--- src/rtl/latch_uart_pkg.sv ---
// Shared types and constants for the latch-pair UART transmitter.
package latch_uart_pkg;

  typedef enum logic [1:0] {
    S_IDLE,
    S_START_BIT,
    S_DATA_BITS,
    S_STOP_BIT
  } tx_state_t;

  localparam int DATA_BITS  = 8;
  localparam int FRAME_BITS = 10;

  // The sum of two nibbles needs five bits so 4'hF + 4'hF is not truncated.
  function automatic logic [4:0] nib_sum(input logic [3:0] a, input logic [3:0] b);
    return {1'b0, a} + {1'b0, b};
  endfunction

endpackage

--- src/rtl/baud_counter.sv ---
// Bit-period timer: counts 0..CLKS_PER_BIT-1 and pulses tick on the terminal count.
module baud_counter #(
  parameter int CLKS_PER_BIT = 104
) (
  input  logic clk,
  input  logic reset,
  input  logic clear,
  output logic tick
);

  localparam int W = $clog2(CLKS_PER_BIT);
  localparam logic [W-1:0] LAST = W'(CLKS_PER_BIT - 1);

  logic [W-1:0] cnt_q, cnt_d;

  always_comb begin
    cnt_d = cnt_q;
    if (clear || cnt_q == LAST) cnt_d = '0;
    else                        cnt_d = cnt_q + W'(1);
  end

  always_ff @(posedge clk or posedge reset) begin
    if (reset) cnt_q <= '0;
    else       cnt_q <= cnt_d;
  end

  assign tick = !clear && (cnt_q == LAST);

endmodule

--- src/rtl/latch_sum_uart_tx.sv ---
// Snapshots {q_b,q_a} on start and sends it as an 8N1 frame; with SUM_BYTE_EN
// defined a second frame carrying q_a+q_b follows back-to-back.
module latch_sum_uart_tx
  import latch_uart_pkg::*;
#(
  parameter int CLKS_PER_BIT = 104
) (
  input  logic       clk,
  input  logic       reset,
  input  logic       start,
  input  logic [3:0] q_a,
  input  logic [3:0] q_b,
  output logic       tx,
  output logic       busy,
  output logic       done
);

  tx_state_t  state_q, state_d;
  logic [7:0] data_q, data_d;
  logic [2:0] bit_idx_q, bit_idx_d;
  logic       tx_q, tx_d;
  logic       busy_q, busy_d;
  logic       done_q, done_d;
  logic       tick;
`ifdef SUM_BYTE_EN
  logic [7:0] byte1_q, byte1_d;
  logic       pending_q, pending_d;
`endif

  // Counter is held at zero while idle so the start bit gets a full period.
  baud_counter #(.CLKS_PER_BIT(CLKS_PER_BIT)) u_baud (
    .clk   (clk),
    .reset (reset),
    .clear (state_q == S_IDLE),
    .tick  (tick)
  );

  always_comb begin
    state_d   = state_q;
    data_d    = data_q;
    bit_idx_d = bit_idx_q;
    tx_d      = tx_q;
    busy_d    = busy_q;
    done_d    = 1'b0;
`ifdef SUM_BYTE_EN
    byte1_d   = byte1_q;
    pending_d = pending_q;
`endif
    case (state_q)
      S_IDLE: if (start) begin
        data_d  = {q_b, q_a};
`ifdef SUM_BYTE_EN
        byte1_d   = {3'b000, nib_sum(q_a, q_b)};
        pending_d = 1'b1;
`endif
        state_d = S_START_BIT;
        tx_d    = 1'b0;
        busy_d  = 1'b1;
      end
      S_START_BIT: if (tick) begin
        state_d   = S_DATA_BITS;
        bit_idx_d = '0;
        tx_d      = data_q[0];
      end
      S_DATA_BITS: if (tick) begin
        if (bit_idx_q == 3'(DATA_BITS - 1)) begin
          state_d = S_STOP_BIT;
          tx_d    = 1'b1;
        end else begin
          bit_idx_d = bit_idx_q + 3'd1;
          tx_d      = data_q[bit_idx_q + 3'd1];
        end
      end
      S_STOP_BIT: if (tick) begin
`ifdef SUM_BYTE_EN
        if (pending_q) begin
          data_d    = byte1_q;
          pending_d = 1'b0;
          state_d   = S_START_BIT;
          tx_d      = 1'b0;
        end else begin
          state_d = S_IDLE;
          busy_d  = 1'b0;
          done_d  = 1'b1;
        end
`else
        state_d = S_IDLE;
        busy_d  = 1'b0;
        done_d  = 1'b1;
`endif
      end
      default: state_d = S_IDLE;
    endcase
  end

  always_ff @(posedge clk or posedge reset) begin
    if (reset) begin
      state_q   <= S_IDLE;
      data_q    <= '0;
      bit_idx_q <= '0;
      tx_q      <= 1'b1;
      busy_q    <= 1'b0;
      done_q    <= 1'b0;
`ifdef SUM_BYTE_EN
      byte1_q   <= '0;
      pending_q <= 1'b0;
`endif
    end else begin
      state_q   <= state_d;
      data_q    <= data_d;
      bit_idx_q <= bit_idx_d;
      tx_q      <= tx_d;
      busy_q    <= busy_d;
      done_q    <= done_d;
`ifdef SUM_BYTE_EN
      byte1_q   <= byte1_d;
      pending_q <= pending_d;
`endif
    end
  end

  assign tx   = tx_q;
  assign busy = busy_q;
  assign done = done_q;

endmodule

--- config.mk ---
export PLATFORM = sky130hd
export DESIGN_NAME = latch_sum_uart_tx
export DESIGN_NICKNAME = d
export VERILOG_FILES = /design/src/rtl/latch_uart_pkg.sv /design/src/rtl/baud_counter.sv /design/src/rtl/latch_sum_uart_tx.sv
export SDC_FILE = /design/constraint.sdc
export NUM_CORES = 1
export LEC_CHECK = 0
export ABC_AREA = 1
export BUFFER_PORTS_ARGS = -buffer_cell sky130_fd_sc_hd__buf_2
export CAP_MARGIN = 25
export CORE_ASPECT_RATIO = 1.75
export CORE_MARGIN = 1
export CORE_UTILIZATION = 45
export DETAILED_ROUTE_END_ITERATION = 12
export PLACE_DENSITY = 0.72
export SYNTH_ARGS = -nofsm -noshare
export SYNTH_HDL_FRONTEND = slang
export SYNTH_SLANG_ARGS = --single-unit
--- constraint.sdc ---
create_clock -name clk -period 3.1 [get_ports clk]
set_input_delay 0 -clock clk [delete_from_list [all_inputs] [get_ports clk]]
set_output_delay 0 -clock clk [all_outputs]
set_load 0.02 [all_outputs]
# Word level (Yosys, flattened, before mapping)
# Cells that the tools add are included.
[word_totals] regBits=23 inputBits=11
[op_classes] addsub=2 n_lt_le_gt_ge=1 eq_ne=11 muxes=23 n_reduce_logical=12
[op_table] operator="2-bit != test, second input constant" count=6
[op_table] operator="2-bit 2-to-1 mux" count=5
[op_table] operator="1-bit 2-to-1 mux" count=9
[op_table] operator="3-bit 2-to-1 mux" count=3
[op_table] operator="2-bit one-hot mux with 4 select lines" count=1
[op_table] operator="4-bit AND reduction" count=2
[op_table] operator="7-bit by 1-bit adder with 7-bit output, second input constant" count=1
[op_table] operator="7-bit equality test, second input constant" count=1
[op_table] operator="7-bit 2-to-1 mux" count=1
[op_table] operator="3-bit one-hot mux with 2 select lines" count=1
[op_table] operator="5-bit AND reduction" count=1
[op_table] operator="2-bit equality test, second input constant" count=2
[op_table] operator="3-bit by 4-bit < comparator with 1-bit output, second input constant" count=1
[op_table] operator="2-bit nonzero test" count=2
[op_table] operator="3-bit by 1-bit adder with 3-bit output, second input constant" count=1
[op_table] operator="1-bit binary-select mux with 3-bit select" count=1
[op_table] operator="3-bit equality test, second input constant" count=1
[op_table] operator="1-bit one-hot mux with 3 select lines" count=1
[op_table] operator="3-bit AND reduction" count=1
[op_table] operator="3-bit nonzero test" count=1
[op_table] operator="2-bit by 1-bit equality test with 1-bit output, second input constant" count=1
[op_table] operator="2-bit logical NOT" count=1
[op_table] operator="1-bit one-hot mux with 2 select lines" count=1
[op_table] operator="2-bit AND reduction" count=1
[op_table] operator="other kinds (3)" count=3

# Longest topological paths before layout
# Gate-level depths: netlist (run 1).
[depth] depth_word=6 depth_mapped=10 mapped_depth_nobuf=10

# Hierarchy
# Synthesis (run 1) repeated with hierarchy kept, for this count alone.
[unflattened] hier_cells=136 area_unflattened_um2=1247.4
[by_module_without_submodules] mod="latch_sum_uart_tx" n_inst=1 cells_per_inst=91 area_per_inst_um2=849.6
[by_module_without_submodules] mod="baud_counter" n_inst=1 cells_per_inst=45 area_per_inst_um2=397.9

# Worst setup path after synthesis (run 1)
# OpenSTA, ideal clock, no wires.
[synth_timing] kind="flip-flop to flip-flop" startpoint="register state_q[0]" endpoint="register state_q[0]" setup_ps=121 arrival_time_ps=1312 required_ps=2979 path_slack_ps=1667 stages_incl_launch_ff=10 n_path_buf=0 cell_sequence="dfrtp_1 inv_1 ha_1 inv_1 or2_0 nand2_1 o21ai_2 nand2_1 nand2_1 o21ai_1"
[synth_between] elab_chain_len=5 elab_cells_between_ends=13
[synth_lines] element="from (decl)" line="latch_sum_uart_tx.sv:18" text="tx_state_t state_q, state_d;"
[synth_lines] element="from (signal assigned)" line="latch_sum_uart_tx.sv:109" text="state_q <= state_d;"
[synth_lines] element="2-bit logical NOT" line="latch_sum_uart_tx.sv:34, latch_sum_uart_tx.sv:49"
[synth_lines] element="1-bit logical NOT" line="baud_counter.sv:27" text="assign tick = !clear && (cnt_q == LAST);"
[synth_lines] element="1-bit logical AND" line="baud_counter.sv:27"
[synth_lines] element="2-bit != test (no line)"
[synth_lines] element="5-bit AND reduction (no line)"
# Several ways; a longest one is shown, not always the timed one.
# A chain may end at the register's enable or synchronous reset.

# Final worst setup path (run 1)
# Same ends and word-level chain as after synthesis.

==> qor.csv, run 1 <==
metric;value;unit
die_y;71.0;um
pwr_density_cell;760;nW/um2
post_drt_wl_per_cell;11.7;um
vias;1021;
routed_wl;2390;um
critPathKind;register to register;
dr.pass1.iters;4;
initial_utilization;0.485;
postCtsSetupRepairBufs;0;
grtUsageMet1;0.217;
utilization;0.577;
fp.dieArea;2940;um2
ys_warn_count;0;
hold_violations;0;
r2r_end;state_q[0];
critical_path.endpoint_type;register;
period_minus_slack;1.70;ns
p_int;646;uW
dieWidth;41.4;um
min_to;data_q[3];
clock_skew;0.00503;ns
ys_seq_elements;23;
ant_nets;0;
boundaryPins;14;
drive_above_1_share;0.134;
post-dp-hpwl;1850;um
whs_path_depth;4;
clk_pin_slew;0.09;ns
final_common_cell;nand2_1;
worstSetupStartpointType;register;
seq_power_share;0.435;
ff_latch_area;577;um2
clock_latency;0.27;ns
netlist_area;1220;um2
fillers;251;
areaGrowthSynthToFinish;18.9;%
use_met2;0.354;
grt_antenna_before_repair;0;
numCtsBuffers;3;
syn_area_per_cell;7.95;um2
core_area;2520;um2
first_iter_violations;12;
cap_viol_max_count;0;
syn_nets;173;
yosysTopAreaCell;dfrtp_1;
layout.nets;199;
cts-root-buf;clkbuf_8;
combPwrFrac;0.390;
grt_use_met3;0.0153;
clock_sinks;23;
worst-r2r-cell-count;9;
setup_viol;0;
cp.arrival;1.84;ns
ctsResizeCount;0;
row_count;24;
synthTopCellsByArea;dfrtp_1 (45%), nand2_1 (17%), ha_1 (8.2%), inv_1 (6.1%), nand3_1 (4.9%);
yosysTopAreaCellShare;0.450;
hold_buffers;9;
fmax;588;MHz
syn_inst;154;
portBuffers;13;
viasPerCell;4.98;
clkPwrFrac;0.175;
r2r_slack;1.40;ns
antenna_cells;0;
hold_class;input pin to register;
clk_path_buf_depth;2;
fin_tns_setup;0;ns
cts_tree;built;
gp_congestion;0.818;
slew_violations;0;
final_cell_mix;nand2_1 (56), dfrtp_1 (22), inv_1 (20);
multiInputGateArea;563;um2
grt_max_degree;24;
global_route.overflow_total;0;
rsz0062_at_grt;no;
swShare;0.416;
grt_pass1_vias;1061;
relSlewSlack;0.431;
tightest_slew;0.853;ns
min_period_over_period;0.548;
required;3.24;ns
synth_cell_types;21;
crit_fanout;5;
hp-start;start;
p_switching;460;uW
ctsHtreeMaxLevel;1;
r2r_start;state_q[0];
grt_usage;0.191;
drc_errors;0;
busiest_layer;met2;
p_leak;0.000740;uW
vdd_drop_max;0.488;mV
yosysSeqAreaShare;0.471;
status;finished clean;
grt_pass1_wl;4420;um
==> logic make-up after synthesis <==
kind of cell	Yosys count	share of synthesized area
flip-flops	23	0.471
AO/OA/AOI/OAI	11	0.0573
buffers and inverters	22	0.0685
AND/OR/NAND/NOR	90	0.321
adder cells (fa/ha/maj)	8	0.0818
==> power groups by stage <==
stage / Sequential (uW) / Clock, uW / Combinational, uW
CTS: 482 / 192 / 440
global placement: 485 / 0 / 408
detailed placement: 487 / 0 / 421
global route: 493 / 206 / 502
finish: 481 / 193 / 432
floorplan: 478 / 0 / 315
==> layer usage <==
metal	vias to the layer above	wire length, um
met5	-	0
li1	526	-
met2	11	1340
met1	479	973
met3	5	33
met4	0	48
==> registers in the layout (all words and copies together), names as in the netlist <==
name          cells
u_baud.cnt_q      7
state_q           2
data_q            8
done              1
bit_idx_q         3
busy              1
tx                1
==> synthesized netlist by cell type <==
master / instances
a21oi_1: 1
a21oi_4: 1
buf_2: 1
clkinv_1: 1
dfrtp_1: 22
dfstp_2: 1
ha_1: 8
inv_1: 20
nand2_1: 56
nand2_2: 1
nand3_1: 12
nand3_4: 1
nand4_1: 1
nor2_1: 13
nor2_2: 1
nor3_1: 3
nor3_4: 1
o21ai_0: 6
o21ai_1: 2
o21ai_2: 1
or2_0: 1
==> worst max-delay path by stage <==
stage,start,slack (ns),cells after the start,endpoint
floorplan,state_q[0],1.67,9,state_q[0]
global placement,state_q[0],1.55,9,state_q[0]
detailed placement,state_q[0],1.47,9,state_q[0]
CTS,state_q[0],1.39,9,state_q[0]
global route,state_q[0],1.29,9,state_q[0]
finish,state_q[0],1.40,9,state_q[0]
==> final cells by class <==
class | instances | share of cell area
flip-flops and latches | 23 | 0.396
multi-input cells | 109 | 0.387
repair buffers | 22 | 0.107
inverters | 21 | 0.0542
clock buffers | 3 | 0.0284
well taps | 26 | 0.0224
clock inverters | 1 | 0.00516
==> stage by stage <==
step	hold WS [ns]	area [um2]	setup WS, ns	instances	total power (uW)
floorplan	0.00118	1220	1.67	154	793
global placement	0.200	1320	1.55	192	892
detailed placement	0.200	1320	1.47	192	908
CTS	0.181	1460	1.39	205	1110
global route	0.240	1460	1.29	205	1200
finish	0.183	1460	1.40	205	1110
==> worst max-delay path, stage by stage, from the launching register on <==
cell     delay (ns)
dfrtp_1        0.42
inv_1          0.09
ha_1           0.25
inv_1          0.16
or2_0          0.16
nand2_1        0.09
o21ai_2        0.11
nand2_1        0.12
nand2_1        0.10
o21ai_1        0.09
Note: power is estimated with default switching activity, not from simulation.
==> run 2, diff against run 1 <==
- ABC_AREA: 1 -> 0
- PLACE_DENSITY: 0.72 -> 0.75
- clock period: 3.1 -> 1.35 ns (I/O delays scaled with it)
==> run 2 against run 1 <==
  * The flow now finishes with violations (setup timing)
  * Die area shrank 0.20%
  * Clock skew shrank 0.0036 ns
  * Register-to-register slack lost 1.9 ns
  * Critical path depth shrank 4
  * Non-clock buffer count grew 38
  * Sequential share of layout area shrank 10 points
  * Via count grew 10%
  * Sequential power grew 43%
  * Utilization grew 20 points
  * Final cell count shrank 2.9%
  * Largest power group unchanged
  * Highest routed layer unchanged
==> qor.csv, run 2 <==
metric;value;unit;change
status;finished with violations;;
violations;setup timing;;
synth_most_common_cell;dfrtp_1;;
multiInputGateArea;801;um2;+42%
crit_chain;ha_4 -> ha_4 -> mux4_2 -> a2111o_1 -> nand3_1;;
async_reset_ff_frac;1.00;;unchanged
grt_usage;0.267;;+0.0750
design_area;1960;um2;+34%
place_area;1570;um2;+19%
layout.nets;193;;-3.0%
vdd_drop_max;0.792;mV;+62%
hold_class;input pin to register;;
cp_slowest_cell;mux4_2;;
slew_violations;0;;unchanged
yosysTopAreaCell;dfrtp_1;;
drc_errors;0;;unchanged
synthFlopType;dfrtp_1;;
period_minus_slack;1.89;ns;+0.194 ns
synthTopCellsByArea;dfrtp_1 (45%), ha_1 (8.2%), mux2_2 (7.4%), nand3_1 (4.5%), o21ai_0 (3.7%);;
ys_seq_elements;23;;unchanged
drive_above_1_share;0.520;;+0.386
hold_violations;0;;unchanged
syn_inst;112;;-27%
initial_utilization;0.484;;-0.000992
pwr_density_cell;606;nW/um2;-20%
fillers;169;;-33%
cts_tree;built;;
r2r_start;bit_idx_q[0];;
die_y;70.9;um;-0.11%
synth_edf_count;0;;unchanged
syn_nets;131;;-24%
ff_latch_area;577;um2;unchanged
netlist_area;1220;um2;-0.20%
ant_nets;0;;unchanged
r2r_slack;-0.54;ns;-1.94 ns
largest_reg_flops;8;;unchanged
areaGrowthSynthToFinish;60.1;%;
cp.arrival;2.11;ns;+0.27 ns
p_leak;0.000859;uW;+16%
fp.dieArea;2930;um2;-0.20%
final_cell_mix;buf_4 (30), dfrtp_1 (22), buf_2 (13);;
rsz0062_at_grt;yes;;
min_to;busy;;
top_register;data_q;;
dr.pass1.iters;4;;unchanged
use_met2;0.512;;+0.158
whs_path_depth;3;;-1
busiest_layer;met2;;
viasPerCell;5.66;;+14%
row_count;24;;unchanged
max_stage_delay;0.49;ns;+0.07 ns
numCtsBuffers;3;;unchanged
first_iter_violations;28;;+16
post-dp-hpwl;2090;um;+13%
place_ws;-0.588;ns;-2.06 ns
hp-start;start;;
totalPowerFinal;1180;uW;+7.1%
required;1.56;ns;-1.68 ns
worst-r2r-cell-count;5;;-4
grt_max_degree;14;;-42%
clock_latency;0.27;ns;about the same
r2r_end;tx;;
setup_viol;14;;+14
fmax;528;MHz;-10%
synth_top_cells_by_count;dfrtp_1 (22), nand3_1 (11), o21ai_0 (9), ha_1 (8), mux2_2 (8);;
ys_warn_count;0;;unchanged
ctsHtreeMaxLevel;1;;unchanged
dieWidth;41.4;um;about the same
clk_path_buf_depth;2;;unchanged
antenna_cells;0;;unchanged
crit_top_cell;ha_4;;
yosysTopAreaCellShare;0.451;;+0.000922
boundaryPins;14;;unchanged
vias;1127;;+10%
crit_fanout;2;;-3
synth_cell_types;32;;+52%
top_regs;data_q x8, u_baud.cnt_q x7, bit_idx_q x3;;
grtUsageMet1;0.238;;+0.0215
clock_skew;0.00138;ns;-0.00365 ns
min_period_over_period;1.40;;+0.855
global_route.overflow_total;0;;unchanged
final_common_cell;buf_4;;
yosysSeqAreaShare;0.472;;+0.000966
post_drt_wl_per_cell;17.5;um;+50%
clk_pin_slew;0.08;ns;about the same
core_area;2520;um2;unchanged
gp_congestion;0.800;;-2.2%
whs;0.143;ns;-0.0399 ns
clock_sinks;23;;unchanged
cap_viol_max_count;0;;unchanged
critPathKind;register to register;;
tightest_slew;0.297;ns;-0.556 ns
portBuffers;13;;unchanged
grt_pass1_wl;5330;um;+21%
fin_ws;-0.544;ns;-1.94 ns
routed_wl;3490;um;+46%
critical_path.endpoint_type;register;;
cts-root-buf;clkbuf_8;;
grt_antenna_before_repair;0;;unchanged
grt_use_met3;0.0408;;+0.0254
worstSetupStartpointType;register;;
grt_pass1_vias;1237;;+17%
relSlewSlack;0.802;;+0.371
syn_area_per_cell;10.9;um2;+37%
==> run 2: layout make-up <==
cell class | count | area share
Clock buffer | 3 | 0.0211
Clock inverter | 1 | 0.00256
Inverter | 7 | 0.0147
Multi-Input combinational cell | 79 | 0.409
Sequential cell | 23 | 0.295
Tap cell | 26 | 0.0166
Timing Repair Buffer | 60 | 0.241
==> run 2: per-layer routing <==
metal,vias to the layer above,routed length [um]
li1,520,-
met1,566,1160
met2,29,2130
met3,12,75
met4,0,123
met5,-,0
==> run 2: worst max-delay path by stage <==
stage | to | cells after the start | startpoint
2_1_floorplan | tx | 6 | bit_idx_q[0]
3_3_place_gp | tx | 5 | bit_idx_q[1]
3_5_place_dp | tx | 5 | bit_idx_q[1]
4_1_cts | tx | 5 | bit_idx_q[1]
5_1_grt | tx | 5 | bit_idx_q[0]
6_report | tx | 5 | bit_idx_q[0]
==> run 2: where the power goes <==
group	internal (uW)	switching (uW)	total, uW	leakage, uW
Combinational	32.1	26.7	58.9	0.000540
Clock	206	231	437	0.0000255
Sequential	688	0	688	0.000293
Total	927	257	1180	0.000859
==> run 2: cells by family (layout without fill, tap and decap cells) <==
logic type	after synthesis	in the layout	share of synthesized area
and+or+nand+nor	35	35	0.149
xor gates and xnor gates	4	4	0.0287
DFF	23	23	0.472
adders and majority gates	8	8	0.0820
AOI/OAI and AO/OA	18	18	0.0963
muxes	14	14	0.134
buffers and inverters	10	71	0.0379
==> run 2: per-stage QoR <==
stage	instances	utilization	setup TNS (ns)
global route	199	0.775	-2.81
CTS	194	0.729	-1.88
finish	199	0.775	-2.16
floorplan	112	-	-1.18
global placement	178	0.624	-2.34
detailed placement	178	0.624	-2.96
==> run 2: timing repair <==
item	4_1_cts	5_1_grt
pin swaps	10	11
endpoints found under the setup margin	17	20
hold buffers	9	0
buffers inserted	3	6
endpoints found under the hold margin	30	0
gates resized for setup	28	19
==> run 2: critical path: cells and delay by family (launching register included) <==
| kind | cells | cell delay (ns) |
|---|---|---|
| adders and majority gates | 2 | 0.45 |
| DFF | 1 | 0.43 |
| muxes | 1 | 0.49 |
| AOI/OAI and AO/OA | 1 | 0.38 |
| and+or+nand+nor | 1 | 0.09 |
